[src/rtl/pipeline_fetch.sv]
// pipeline_fetch: instruction-fetch stage feeding pipeline_decode.
//
// Holds the fetch PC, issues one 64-bit-aligned read at a time to instruction
// memory and presents the 32-bit word selected by pc[2] to decode until decode
// is ready. Redirects from execute replace the PC and drop any in-flight data.
// An all-zero instruction is the bubble encoding.
//
// Optional feature: define FETCH_WORD_REUSE_EN to keep the last fetched line so
// the upper word of a line is presented without a second memory request.
//
// Ports:
//   i_clk               clock, rising edge
//   i_rst_n             asynchronous active-low reset
//   i_next_stage_ready  decode consumes the presented instruction
//   i_redirect_valid    execute requests a PC change this cycle
//   i_redirect_pc       new fetch PC (bits [1:0] ignored)
//   o_mem_req_valid     read request valid
//   i_mem_req_ready     memory accepts the request
//   o_mem_req_addr      line-aligned read address
//   i_mem_resp_valid    read data valid (one per accepted request, in order)
//   i_mem_resp_data     read data; [31:0] word at addr, [63:32] word at addr+4
//   o_instruction       instruction to decode, 0 = bubble
//   o_instruction_pc    PC of o_instruction

module pipeline_fetch #(
    parameter int unsigned           ADDR_WIDTH = 64,
    parameter int unsigned           DATA_WIDTH = 64,
    parameter logic [ADDR_WIDTH-1:0] RESET_PC   = '0
) (
    input  logic                    i_clk,
    input  logic                    i_rst_n,
    input  logic                    i_next_stage_ready,
    input  logic                    i_redirect_valid,
    input  logic [ADDR_WIDTH-1:0]   i_redirect_pc,
    output logic                    o_mem_req_valid,
    input  logic                    i_mem_req_ready,
    output logic [ADDR_WIDTH-1:0]   o_mem_req_addr,
    input  logic                    i_mem_resp_valid,
    input  logic [DATA_WIDTH-1:0]   i_mem_resp_data,
    output logic [DATA_WIDTH/2-1:0] o_instruction,
    output logic [ADDR_WIDTH-1:0]   o_instruction_pc
);

    localparam int unsigned IW = DATA_WIDTH / 2;

    localparam logic [2:0] StIdle  = 3'd0;
    localparam logic [2:0] StReq   = 3'd1;
    localparam logic [2:0] StWait  = 3'd2;
    localparam logic [2:0] StOut   = 3'd3;
    localparam logic [2:0] StDrain = 3'd4;

    logic [2:0]            r_state;
    logic [ADDR_WIDTH-1:0] r_fetch_pc;
    logic [IW-1:0]         r_instr;
    logic [ADDR_WIDTH-1:0] r_instr_pc;

    logic [2:0]            w_state_d;
    logic [ADDR_WIDTH-1:0] w_pc_d;
    logic [IW-1:0]         w_instr_d;
    logic [ADDR_WIDTH-1:0] w_ipc_d;
    logic [ADDR_WIDTH-1:0] w_pc_inc;
    logic                  w_outstanding;
    logic                  w_unused_redirect_lo;

    // Low redirect bits are architecturally ignored.
    assign w_unused_redirect_lo = ^i_redirect_pc[1:0];

    assign w_pc_inc = r_fetch_pc + ADDR_WIDTH'(4);

    // A request is still owed a response after this edge.
    assign w_outstanding = ((r_state == StWait)  && !i_mem_resp_valid) ||
                           ((r_state == StReq)   &&  i_mem_req_ready)  ||
                           ((r_state == StDrain) && !i_mem_resp_valid);

`ifdef FETCH_WORD_REUSE_EN
    logic                  r_buf_valid;
    logic [ADDR_WIDTH-4:0] r_buf_line;
    logic [IW-1:0]         r_buf_hi;
    logic                  w_reuse_hit;

    // The instruction in OUT came from the buffered line when pc[2] is 0,
    // so its upper half is exactly the next sequential instruction.
    assign w_reuse_hit = r_buf_valid && !r_fetch_pc[2] &&
                         (r_buf_line == r_fetch_pc[ADDR_WIDTH-1:3]);

    always_ff @(posedge i_clk or negedge i_rst_n) begin
        if (!i_rst_n) begin
            r_buf_valid <= 1'b0;
            r_buf_line  <= '0;
            r_buf_hi    <= '0;
        end else if (i_redirect_valid) begin
            r_buf_valid <= 1'b0;
        end else if ((r_state == StWait) && i_mem_resp_valid) begin
            r_buf_valid <= 1'b1;
            r_buf_line  <= r_fetch_pc[ADDR_WIDTH-1:3];
            r_buf_hi    <= i_mem_resp_data[DATA_WIDTH-1:IW];
        end
    end
`endif

    always_comb begin
        w_state_d = r_state;
        w_pc_d    = r_fetch_pc;
        w_instr_d = r_instr;
        w_ipc_d   = r_instr_pc;

        unique case (r_state)
            StIdle: w_state_d = StReq;
            StReq: begin
                if (i_mem_req_ready) begin
                    w_state_d = StWait;
                end
            end
            StWait: begin
                if (i_mem_resp_valid) begin
                    w_instr_d = r_fetch_pc[2] ? i_mem_resp_data[DATA_WIDTH-1:IW]
                                              : i_mem_resp_data[IW-1:0];
                    w_ipc_d   = r_fetch_pc;
                    w_state_d = StOut;
                end
            end
            StOut: begin
                if (i_next_stage_ready) begin
                    w_pc_d = w_pc_inc;
`ifdef FETCH_WORD_REUSE_EN
                    if (w_reuse_hit) begin
                        w_instr_d = r_buf_hi;
                        w_ipc_d   = w_pc_inc;
                    end else begin
                        w_instr_d = '0;
                        w_state_d = StReq;
                    end
`else
                    w_instr_d = '0;
                    w_state_d = StReq;
`endif
                end
            end
            StDrain: begin
                if (i_mem_resp_valid) begin
                    w_state_d = StReq;
                end
            end
            default: w_state_d = StIdle;
        endcase

        // Redirect overrides everything, including a same-cycle consume in OUT.
        if (i_redirect_valid) begin
            w_pc_d    = {i_redirect_pc[ADDR_WIDTH-1:2], 2'b00};
            w_instr_d = '0;
            w_ipc_d   = '0;
            w_state_d = w_outstanding ? StDrain : StReq;
        end
    end

    always_ff @(posedge i_clk or negedge i_rst_n) begin
        if (!i_rst_n) begin
            r_state    <= StIdle;
            r_fetch_pc <= RESET_PC;
            r_instr    <= '0;
            r_instr_pc <= '0;
        end else begin
            r_state    <= w_state_d;
            r_fetch_pc <= w_pc_d;
            r_instr    <= w_instr_d;
            r_instr_pc <= w_ipc_d;
        end
    end

    assign o_mem_req_valid  = (r_state == StReq);
    assign o_mem_req_addr   = {r_fetch_pc[ADDR_WIDTH-1:3], 3'b000};
    assign o_instruction    = r_instr;
    assign o_instruction_pc = r_instr_pc;

endmodule

[config.mk]
export PLATFORM = sky130hd
export DESIGN_NAME = pipeline_fetch
export DESIGN_NICKNAME = d
export VERILOG_FILES = /design/src/rtl/pipeline_fetch.sv
export SDC_FILE = /design/constraint.sdc
export NUM_CORES = 1
export LEC_CHECK = 0
export CORE_UTILIZATION = 50
export DETAILED_ROUTE_END_ITERATION = 10
export PLACE_DENSITY = 0.86
export SLEW_MARGIN = 20
export SYNTH_ARGS = -nofsm -noshare
export SYNTH_HDL_FRONTEND = slang
export SYNTH_SLANG_ARGS = --single-unit
export TNS_END_PERCENT = 50
[constraint.sdc]
create_clock -name i_clk -period 5.35 [get_ports i_clk]
set_input_delay 1.07 -clock i_clk [delete_from_list [all_inputs] [get_ports i_clk]]
set_output_delay 1.07 -clock i_clk [all_outputs]
set_load 0.01 [all_outputs]
==> After elaboration in Yosys (flattened, before gate mapping) <==
Index checks and enable logic that the tools add are counted.
{ "word_totals": {"regBits": 163, "wordCells": 47, "inputBits": 134, "output_inout_bits": 161} }
{ "classes": {"reduce_logical": 16, "add_sub_neg": 1, "eq_ne": 8, "mux": 18} }
{ "ops": {"columns": ["cell", "n"], "rows": [
  ["$mux W64", 6],
  ["$mux W32", 4],
  ["$add A64 B3 Y64 const B", 1],
  ["$pmux W32 S2", 1],
  ["$mux W3", 6],
  ["$pmux W3 S5", 1],
  ["$ne A3 B3 Y1 const B", 3],
  ["$reduce_bool A2 Y1", 4],
  ["$eq A3 B2 Y1 const B", 2],
  ["$reduce_and A2 Y1", 2],
  ["$reduce_and A4 Y1", 1],
  ["$eq A3 B1 Y1 const B", 1],
  ["$eq A3 B3 Y1 const B", 1],
  ["$logic_and A1 B1 Y1", 3],
  ["$logic_not A3 Y1", 1],
  ["$ne A3 B2 Y1 const B", 1],
  ["$reduce_and A3 Y1", 1],
  ["$reduce_bool A3 Y1", 1],
  ["$logic_or A1 B1 Y1", 2],
  ["$logic_not A1 Y1", 1]
]} }

==> Longest topological paths before layout <==
Gate-level depths: netlist (run 1).
{ "logic_depth": {"depth_word": 6, "mapped_depth": 8, "ltp_nobuf": 6} }

==> Worst setup path before layout (run 1) <==
OpenSTA, ideal clock, no wires.
{ "synth_path": {"path_type": "input -> register", "start": "input i_redirect_valid", "end": "register r_fetch_pc[34]", "arrival_ns": 2.875, "t_required_ns": 5.224, "slack_ns": 2.349, "setup_time_ns": 0.126, "n_path_buf": 1, "stages": 6, "cell_sequence": "nand3b_1 -> or4_4 -> buf_6 -> or3_4 -> mux2_4 -> a221o_1"} }
{ "synth_between": {"elab_chain_len": 2, "word_cells_on_any_way": 4, "classes_between": "mux (1); reduce/logical (3)"} }
{ "synth_rtl": {"columns": ["item", "line", "source"], "rows": [
  ["from (decl)", "33", "input logic i_redirect_valid,"],
  ["$reduce_bool A2 Y1 (no line)", null, null],
  ["$reduce_and A2 Y1 (no line)", null, null],
  ["to (signal assigned)", "164", "r_fetch_pc <= w_pc_d;"],
  ["to (decl)", "53", "logic [ADDR_WIDTH-1:0] r_fetch_pc;"]
]} }
Several ways; a longest one is shown, not always the timed one.
A chain may end at the register's enable or synchronous reset.

==> Worst setup path after layout (run 1) <==
{ "layout_path": {"start": "input i_redirect_valid", "end": "register r_fetch_pc[50]"} }
The elaborated chain is that of the path after synthesis.

==> impl_metrics.ini, run 1 <==
[yosys]
synth_seq_cells = 160
yosysTopAreaCell = dfrtp_1
syn_area_per_cell_sq_um = 8.80
synth_xor_area_share_pct = 0.586
synth-simple-area-share_pct = 24.5
yosysTopAreaCellShare_pct = 44.6
synthMuxAreaShare_pct = 5.40
yosysWarnings = 0
ys_seq_area_share_pct = 44.6
synth_cell_types = 63
synth_compound_area_share_pct = 15.2
synth_edf_count = 0
syn_area_sq_um = 8970
synthArstFlopShare_pct = 100
synth_ff_type = dfrtp_1
synthAdderAreaFrac_pct = 0.139
yosys-top-cells-area = dfrtp_1 45%, nand2_1 9.4%, buf_4 5.5%
netlist_instances = 1020
synth_top_family_by_area = simple AND/OR/NAND/NOR gates

[floorplanning]
die_w_um = 136
rows = 48
dieArea_sq_um = 18500
pin_count = 295
initial_core_util_pct = 51.5
chipHeight_um = 136
core_area_sq_um = 17400

[cts]
path_clk_slew_ns = 0.07
htree_levels = 4
post_cts.repair.setup_buffers = 0
clk_latency_ns = 0.43
cts.repair.resized = 0
cts_root_buffer = clkbuf_16
clock_path_buffers = 2
hold_buffers = 0
cts_sinks = 160
cts_tree = built
cts_buffers = 17

[timing]
finalWorstSetupSlack_ns = 1.93
fmax_ghz = 0.292
hold_slack_ns = 0.473
rsz0062_at_grt = no
maxSlewViolCount = 0
skew_ns = 0.0103
slew_headroom_pct = 37.7
fin_setup_tns_ns = 0
timing.final.crit_share_pct = 64.0
tightestPinTransition_ns = 0.925
setup_viol = 0
hold_violations = 0
layout_min_cycle_time_ns = 3.42

[power]
intPower_mw = 2.54
p_per_area_nw_per_um2 = 305
p_comb_share_pct = 25.4
p_clk_share_pct = 33.4
switchingPower_mw = 1.15
sw_frac_of_total_pct = 31.1
p_seq_share_pct = 41.2
totalPowerFinal_mw = 3.69
p_leak_nw = 4.78
ir_drop_v = 0.000232

[detailed_routing]
drc = 0
ant_nets = 0
wirelength_um = 26800
drt-pass1-iter-count = 6
vias = 8486
drtIter0Drc = 696
routed_via_density = 5.86
wl_per_cell_um = 18.5

[global_routing]
grt_pass1_wl_um = 41900
grt_pass1_vias = 8108
grt_overflow = 0
antenna_found_initial = 3
grt_use_total_pct = 29.3
grt_max_degree = 86

[setup_path]
crit_type = primary input to flip-flop
cp_data_arrival_time_ns = 3.73
r2r-end = r_fetch_pc[50]
crit_path_end_kind = flip-flop
reg2reg_from = r_fetch_pc[2]
worstPathMaxFanout = 66
crit_path_start_kind = primary input
setup.worst_path.start = i_redirect_valid
required_ns = 5.66
r2r_setup_slack_ns = 1.93
r2r.worst_path.cells = 7

[min_path]
hold_depth = 2
hold_end = o_instruction[7]
hp-start = o_instruction[7]
min_path_type = flip-flop to flip-flop

[final_layout]
multi_input_area_sq_um = 4140
drive_gt1_share_pct = 5.82
final_common_cell = clkdlybuf4s50_1
final_area_sq_um = 12100
final_nets = 1341
fill_cells = 1404
ff_latch_area_sq_um = 4010
mostFrequentLayoutCells = 287 x clkdlybuf4s50_1, 225 x nand2_1, 159 x dfrtp_1
area_growth_pct = 34.7

[placement]
placed_cell_area_sq_um = 11500
gp_congestion = 0.889
port_buffers = 289
dp_hpwl_um = 18900
dp_slack_ns = 1.58

[job]
cap_violations = 0

[outcome]
outcome = completed
## cell type report
type	count	area share (%)
diodes	3	0.0621
clock buffers	18	3.63
clock inverters	14	1.29
inverters	20	0.621
multi-input cells	706	34.3
flip-flops and latches	160	33.1
well taps	225	2.33
repair buffers	301	24.7
## state kept, by name (all words and copies together), names as in the netlist
| name | flops |
|---|---|
| o_instruction_pc | 63 |
| r_fetch_pc | 62 |
| o_instruction | 32 |
| r_state | 3 |
## logic make-up (layout without fill, tap and decap cells)
family,Yosys count,count (layout)
AO/OA/AOI/OAI,199,199
XOR/XNOR,6,6
adder cells (fa/ha/maj),1,1
buffers and inverters,156,353
flip-flops,160,160
multiplexers,47,47
other,1,6
AND/OR/NAND/NOR,450,450
## power by group through the flow
stage | Combinational (mW) | Clock [mW] | Sequential, mW
after floorplan | 0.481 | 0 | 1.52
after global placement | 0.917 | 0 | 1.53
after detailed placement | 0.935 | 0 | 1.54
after CTS | 0.940 | 1.25 | 1.52
after global routing | 1.01 | 1.29 | 1.54
final | 0.935 | 1.23 | 1.52
## worst max-delay path: stages
cell and delay (ns):
buf_4 0.29, nand3b_1 0.44, nor4_1 0.79, nand3_1 0.50, o211a_1 0.35, a211o_1 0.27
## synth_stat cells, drive strengths merged (5+ instances only)
library cell,count
and3,9
buf,76
a221oi,5
a211oi,8
dfrtp,160
and4,8
and2,6
nand4,36
mux2i,39
o31a,5
or4,15
o31ai,35
o21ai,14
or3,9
nand2,225
nor4,17
a21oi,69
nor2b,5
o211ai,18
clkbuf,60
mux2,8
nand3,49
a221o,8
nor3,31
nor2,29
inv,19
o311ai,9
## how the worst max path moves through the flow
stage / end / slack [ns]
after floorplan: r_fetch_pc[34] / 2.35
after global placement: r_fetch_pc[52] / 1.66
after detailed placement: r_fetch_pc[63] / 1.58
after CTS: r_fetch_pc[63] / 2.00
after global routing: r_fetch_pc[63] / 1.76
final: r_fetch_pc[50] / 1.93
## stage by stage
stage / instances / util, %
floorplan: 1022 / -
global placement: 1412 / 65.9
detailed placement: 1412 / 65.9
CTS: 1444 / 69.4
global route: 1447 / 69.4
finish: 1447 / 69.4
## layer usage
| metal | vias to the layer above | share of wire [%] | global-route usage, % |
|---|---|---|---|
| met1 | 4078 | 39 | 35.5 |
| met4 | 0 | 2.8 | 12.8 |
| met5 | - | 0 | 0 |
| met2 | 372 | 50 | 50.0 |
| met3 | 52 | 7.9 | 6.60 |
| li1 | 3984 | - | - |
Power figures use the tool's default switching activity.
==> inputs of run 2 (changes only) <==
- CORE_UTILIZATION: 50 -> 47
- PLACE_DENSITY: 0.86 -> 0.82
- clock period: 5.35 -> 3.4 ns (I/O delays scaled with it)
==> run 2 against run 1 <==
Compared with the run above:
- via count is 1.1% higher
- global-route usage shrank 0.94 points
- cell count grew 1.0%
- highest routed layer unchanged
- clock-buffer cell count is 1 higher
==> impl_metrics.ini, run 2 (synthesized netlist as in run 1, its figures left out) <==
[outcome]
outcome = completed

[floorplanning]
die_w_um = 140
rows = 50
dieArea_sq_um = 19600
initial_core_util_pct = 48.0
core_area_sq_um = 18700
pin_count = 295
chipHeight_um = 140

[cts]
clk_latency_ns = 0.42
clock_path_buffers = 2
hold_buffers = 0
cts_root_buffer = clkbuf_16
post_cts.repair.setup_buffers = 0
cts_sinks = 160
htree_levels = 4
path_clk_slew_ns = 0.06
cts_buffers = 17
cts.repair.resized = 0
cts_tree = built

[final_layout]
finish.utilization_pct = 64.7
final_area_sq_um = 12100
largest_register_ffs = 63
final_common_cell = clkdlybuf4s50_1
layout.cells.non_filler = 1462
drive_gt1_share_pct = 6.35
area_growth_pct = 35.0
final_nets = 1353
diodes = 0
mostFrequentLayoutCells = 287 x clkdlybuf4s50_1, 225 x nand2_1, 159 x dfrtp_1

[setup_path]
crit_type = flip-flop to flip-flop
crit_path_end_kind = flip-flop
r2r-end = r_fetch_pc[52]
reg2reg_from = r_fetch_pc[2]
cp_slowest_cell = nor4_1
cp_top_family = simple AND/OR/NAND/NOR gates
r2r_setup_slack_ns = 0.71
worstPathMaxFanout = 8
crit_path_start_kind = flip-flop
cp_data_arrival_time_ns = 2.99
max_stage_delay_ns = 0.72
path_cells = ha_1 > nand4_4 > nor4_1 > buf_4 > nand3_1 > o211a_1 > a211o_1
path_buf_inv = 1
r2r.worst_path.cells = 7
required_ns = 3.70

[global_routing]
grt_pass1_wl_um = 43700
grt_use_total_pct = 28.4
grt_pass1_vias = 8296
grt_max_degree = 76
antenna_found_initial = 0
grt_overflow = 0

[timing]
hold_slack_ns = 0.273
setup_viol = 0
tightestPinTransition_ns = 0.820
skew_ns = 0.0117
rsz0062_at_grt = no
hold_violations = 0
fin_setup_tns_ns = 0
maxSlewViolCount = 0
slew_headroom_pct = 44.8
timing.final.crit_share_pct = 79.1
layout_min_cycle_time_ns = 2.69
finalWorstSetupSlack_ns = 0.710
fmax_ghz = 0.372

[placement]
dp.cells = 1433
placed_cell_area_sq_um = 11600
dp_slack_ns = 0.481
dp_hpwl_um = 19600
gp_congestion = 0.862
port_buffers = 289

[detailed_routing]
drtIter0Drc = 615
routed_via_density = 5.87
wl_per_cell_um = 18.5
drt-pass1-iter-count = 5
drc = 0
ant_nets = 0
vias = 8580
wirelength_um = 27000

[power]
p_per_area_nw_per_um2 = 462
totalPowerFinal_mw = 5.60
p_leak_nw = 4.81
ir_drop_v = 0.000365

[job]
cap_violations = 0

[min_path]
min_path_type = primary input to async pin
==> run 2: changes by cell type in the layout (fill, tap and decap cells not counted), moves of 2 or more <==
| cell | previous run | this run |
|---|---|---|
| clkinv_2 | 1 | 4 |
| clkbuf_1 | 0 | 2 |
| inv_6 | 4 | 1 |
| clkinv_4 | 3 | 1 |
| buf_4 | 13 | 23 |
| bufinv_16 | 2 | 0 |
| buf_12 | 0 | 2 |
| diode_2 | 3 | 0 |
==> run 2: worst max-delay path by stage <==
stage	from	endpoint	slack, ns	cells after the start
global placement	i_redirect_valid	r_fetch_pc[50]	0.55	8
finish	r_fetch_pc[2]	r_fetch_pc[52]	0.71	7
floorplan	i_redirect_valid	r_fetch_pc[34]	0.79	6
detailed placement	i_redirect_valid	r_fetch_pc[52]	0.48	8
global route	r_fetch_pc[2]	r_fetch_pc[63]	0.62	6
CTS	r_fetch_pc[3]	r_fetch_pc[52]	0.79	7
==> run 2: cell type report <==
cell class,instances,area (sq um)
fillers,1559,6600
multi-input cells,706,4140
flip-flops and latches,160,4010
repair buffers,313,3100
clock buffers,19,433
well taps,234,293
inverters,20,75.1
clock inverters,10,67.6
==> run 2: routing by layer <==
metal	GRT usage (%)	part of all wire, %	up-vias
met3	6.56	7.2	48
met1	35.0	40	4156
met2	48.4	50	379
met5	0	0	-
met4	10.6	2.6	0
li1	-	-	3997
==> run 2: power breakdown <==
| group | internal [mW] | total [mW] | switching [mW] |
|---|---|---|---|
| registers | 2.13 | 2.39 | 0.256 |
| logic | 0.776 | 1.50 | 0.726 |
| clock network | 0.918 | 1.71 | 0.788 |
==> inputs of run 3 (changes only) <==
- clock period: 3.4 -> 2.5 ns (I/O delays scaled with it)
==> run 3 against run 2 <==
Compared with the run above:
- highest routed layer is now met5
- fmax rose by 9.3%
- cell count rose by 3.7%
- clock-buffer cell count rose by 2
- worst hold slack improved by 0.20 ns
- wire length rose by 4.7%
- register-to-register slack got worse by 0.67 ns
- combinational power rose by 51%
- clock skew fell by 0.0012 ns
==> impl_metrics.ini, run 3 (synthesized netlist as in run 1, its figures left out) <==
[outcome]
outcome = completed

[cts]
path_clk_slew_ns = 0.07
clk_latency_ns = 0.43
cts_tree = built
cts_root_buffer = clkbuf_16
cts_sinks = 160
cts_buffers = 17
htree_levels = 4
clock_path_buffers = 2

[detailed_routing]
drc = 0
drt-pass1-iter-count = 6
wl_per_cell_um = 18.7
routed_via_density = 5.85
vias = 8866
ant_nets = 0
wirelength_um = 28300
drtIter0Drc = 717

[setup_path]
r2r-end = r_fetch_pc[34]
cp_data_arrival_time_ns = 2.77
reg2reg_from = r_fetch_pc[2]
required_ns = 2.81
path_cells = ha_1 > nand4_4 > or4_4 > or3_4 > mux2_4 > a221o_1
crit_type = flip-flop to flip-flop
r2r.worst_path.cells = 6
crit_path_end_kind = flip-flop
cp_slowest_cell = or4_4
crit_path_start_kind = flip-flop
max_stage_delay_ns = 0.57
worstPathMaxFanout = 5
path_buf_inv = 0
cp_top_family = simple AND/OR/NAND/NOR gates
r2r_setup_slack_ns = 0.04

[placement]
dp_slack_ns = -0.0260
gp_congestion = 0.891
placed_cell_area_sq_um = 12000
dp_hpwl_um = 20500
port_buffers = 289

[timing]
setup_viol = 0
hold_slack_ns = 0.474
slew_headroom_pct = 48.6
finalWorstSetupSlack_ns = 0.0388
fmax_ghz = 0.406
maxSlewViolCount = 0
hold_violations = 0
timing.final.crit_share_pct = 98.4
skew_ns = 0.0105
layout_min_cycle_time_ns = 2.46
tightestPinTransition_ns = 0.771

[final_layout]
mostFrequentLayoutCells = 287 x clkdlybuf4s50_1, 225 x nand2_1, 159 x dfrtp_1
final_area_sq_um = 12700
final_nets = 1404
drive_gt1_share_pct = 10.5
final_common_cell = clkdlybuf4s50_1
fill_cells = 1439
diodes = 0
largest_register_ffs = 63
area_growth_pct = 41.9

[global_routing]
grt_use_total_pct = 29.1
grt_pass1_wl_um = 44700
grt_max_degree = 80
antenna_found_initial = 1
grt_pass1_vias = 8624
grt_overflow = 0

[min_path]
min_path_type = flip-flop to flip-flop
hp-start = o_instruction[27]
hold_depth = 2
hold_end = o_instruction[27]

[floorplanning]
die_w_um = 140
dieArea_sq_um = 19600
initial_core_util_pct = 48.0
core_area_sq_um = 18700
chipHeight_um = 140
rows = 50
pin_count = 295

[power]
ir_drop_v = 0.000500
p_leak_nw = 5.14
p_per_area_nw_per_um2 = 650

[job]
cap_violations = 0
==> run 3: timing repair <==
item | in CTS | in global routing
cloned | 0 | 0
resized for setup | 1 | 4
pin swaps | 0 | 1
setup buffers | 0 | 2
hold buffers | 1 | 0
setup endpoints to repair | 4 | 9
endpoints found under the hold margin | 24 | 0
==> run 3: layer usage <==
layer | GRT usage (%) | part of all wire, %
met4 | 12.2 | 3.1
met3 | 7.18 | 7.3
met1 | 34.6 | 39
met2 | 50.3 | 50
met5 | 0 | 0.046
==> run 3: worst max-delay path by stage <==
stage | cells after the start | end | slack, ns | from
4_1_cts | 6 | r_fetch_pc[34] | 0.04 | r_fetch_pc[2]
6_report | 6 | r_fetch_pc[34] | 0.04 | r_fetch_pc[2]
3_5_place_dp | 6 | r_fetch_pc[55] | -0.03 | r_fetch_pc[2]
3_3_place_gp | 6 | r_fetch_pc[55] | 0.02 | r_fetch_pc[2]
2_1_floorplan | 7 | r_fetch_pc[34] | 0.002 | r_fetch_pc[3]
5_1_grt | 6 | r_fetch_pc[34] | -0.003 | r_fetch_pc[2]
==> run 3: power breakdown <==
part / internal (mW) / switching (mW) / total [mW]
clock: 1.74 / 1.10 / 2.84
combinational: 1.15 / 1.11 / 2.26
sequential: 2.90 / 0.272 / 3.17
==> run 3: area by class of cell <==
class,count,area [sq um],area share [%]
clock buffer,21,460,3.62
clock inverter,11,176,1.39
inverter,20,75.1,0.590
multi-input combinational,706,4160,32.7
sequential,160,4010,31.5
tap,234,293,2.30
timing repair buffer,364,3560,28.0
==> run 3: per-stage QoR <==
| stage | std cells | TNS (ns) | power, mW | utilization [%] |
|---|---|---|---|---|
| 5_1_grt | 1516 | -0.00313 | 8.64 | 68.0 |
| 6_report | 1516 | 0 | 8.27 | 68.0 |
| 2_1_floorplan | 1022 | 0 | 4.28 | - |
| 4_1_cts | 1514 | 0 | 8.31 | 67.9 |
| 3_3_place_gp | 1481 | 0 | 5.41 | 64.4 |
| 3_5_place_dp | 1481 | -0.0402 | 5.47 | 64.4 |
==> run 3: worst min-delay path: stages, from the launching register on <==
cell     delay [ns]
dfrtp_1        0.34
nand2_1        0.05
o31ai_1        0.05
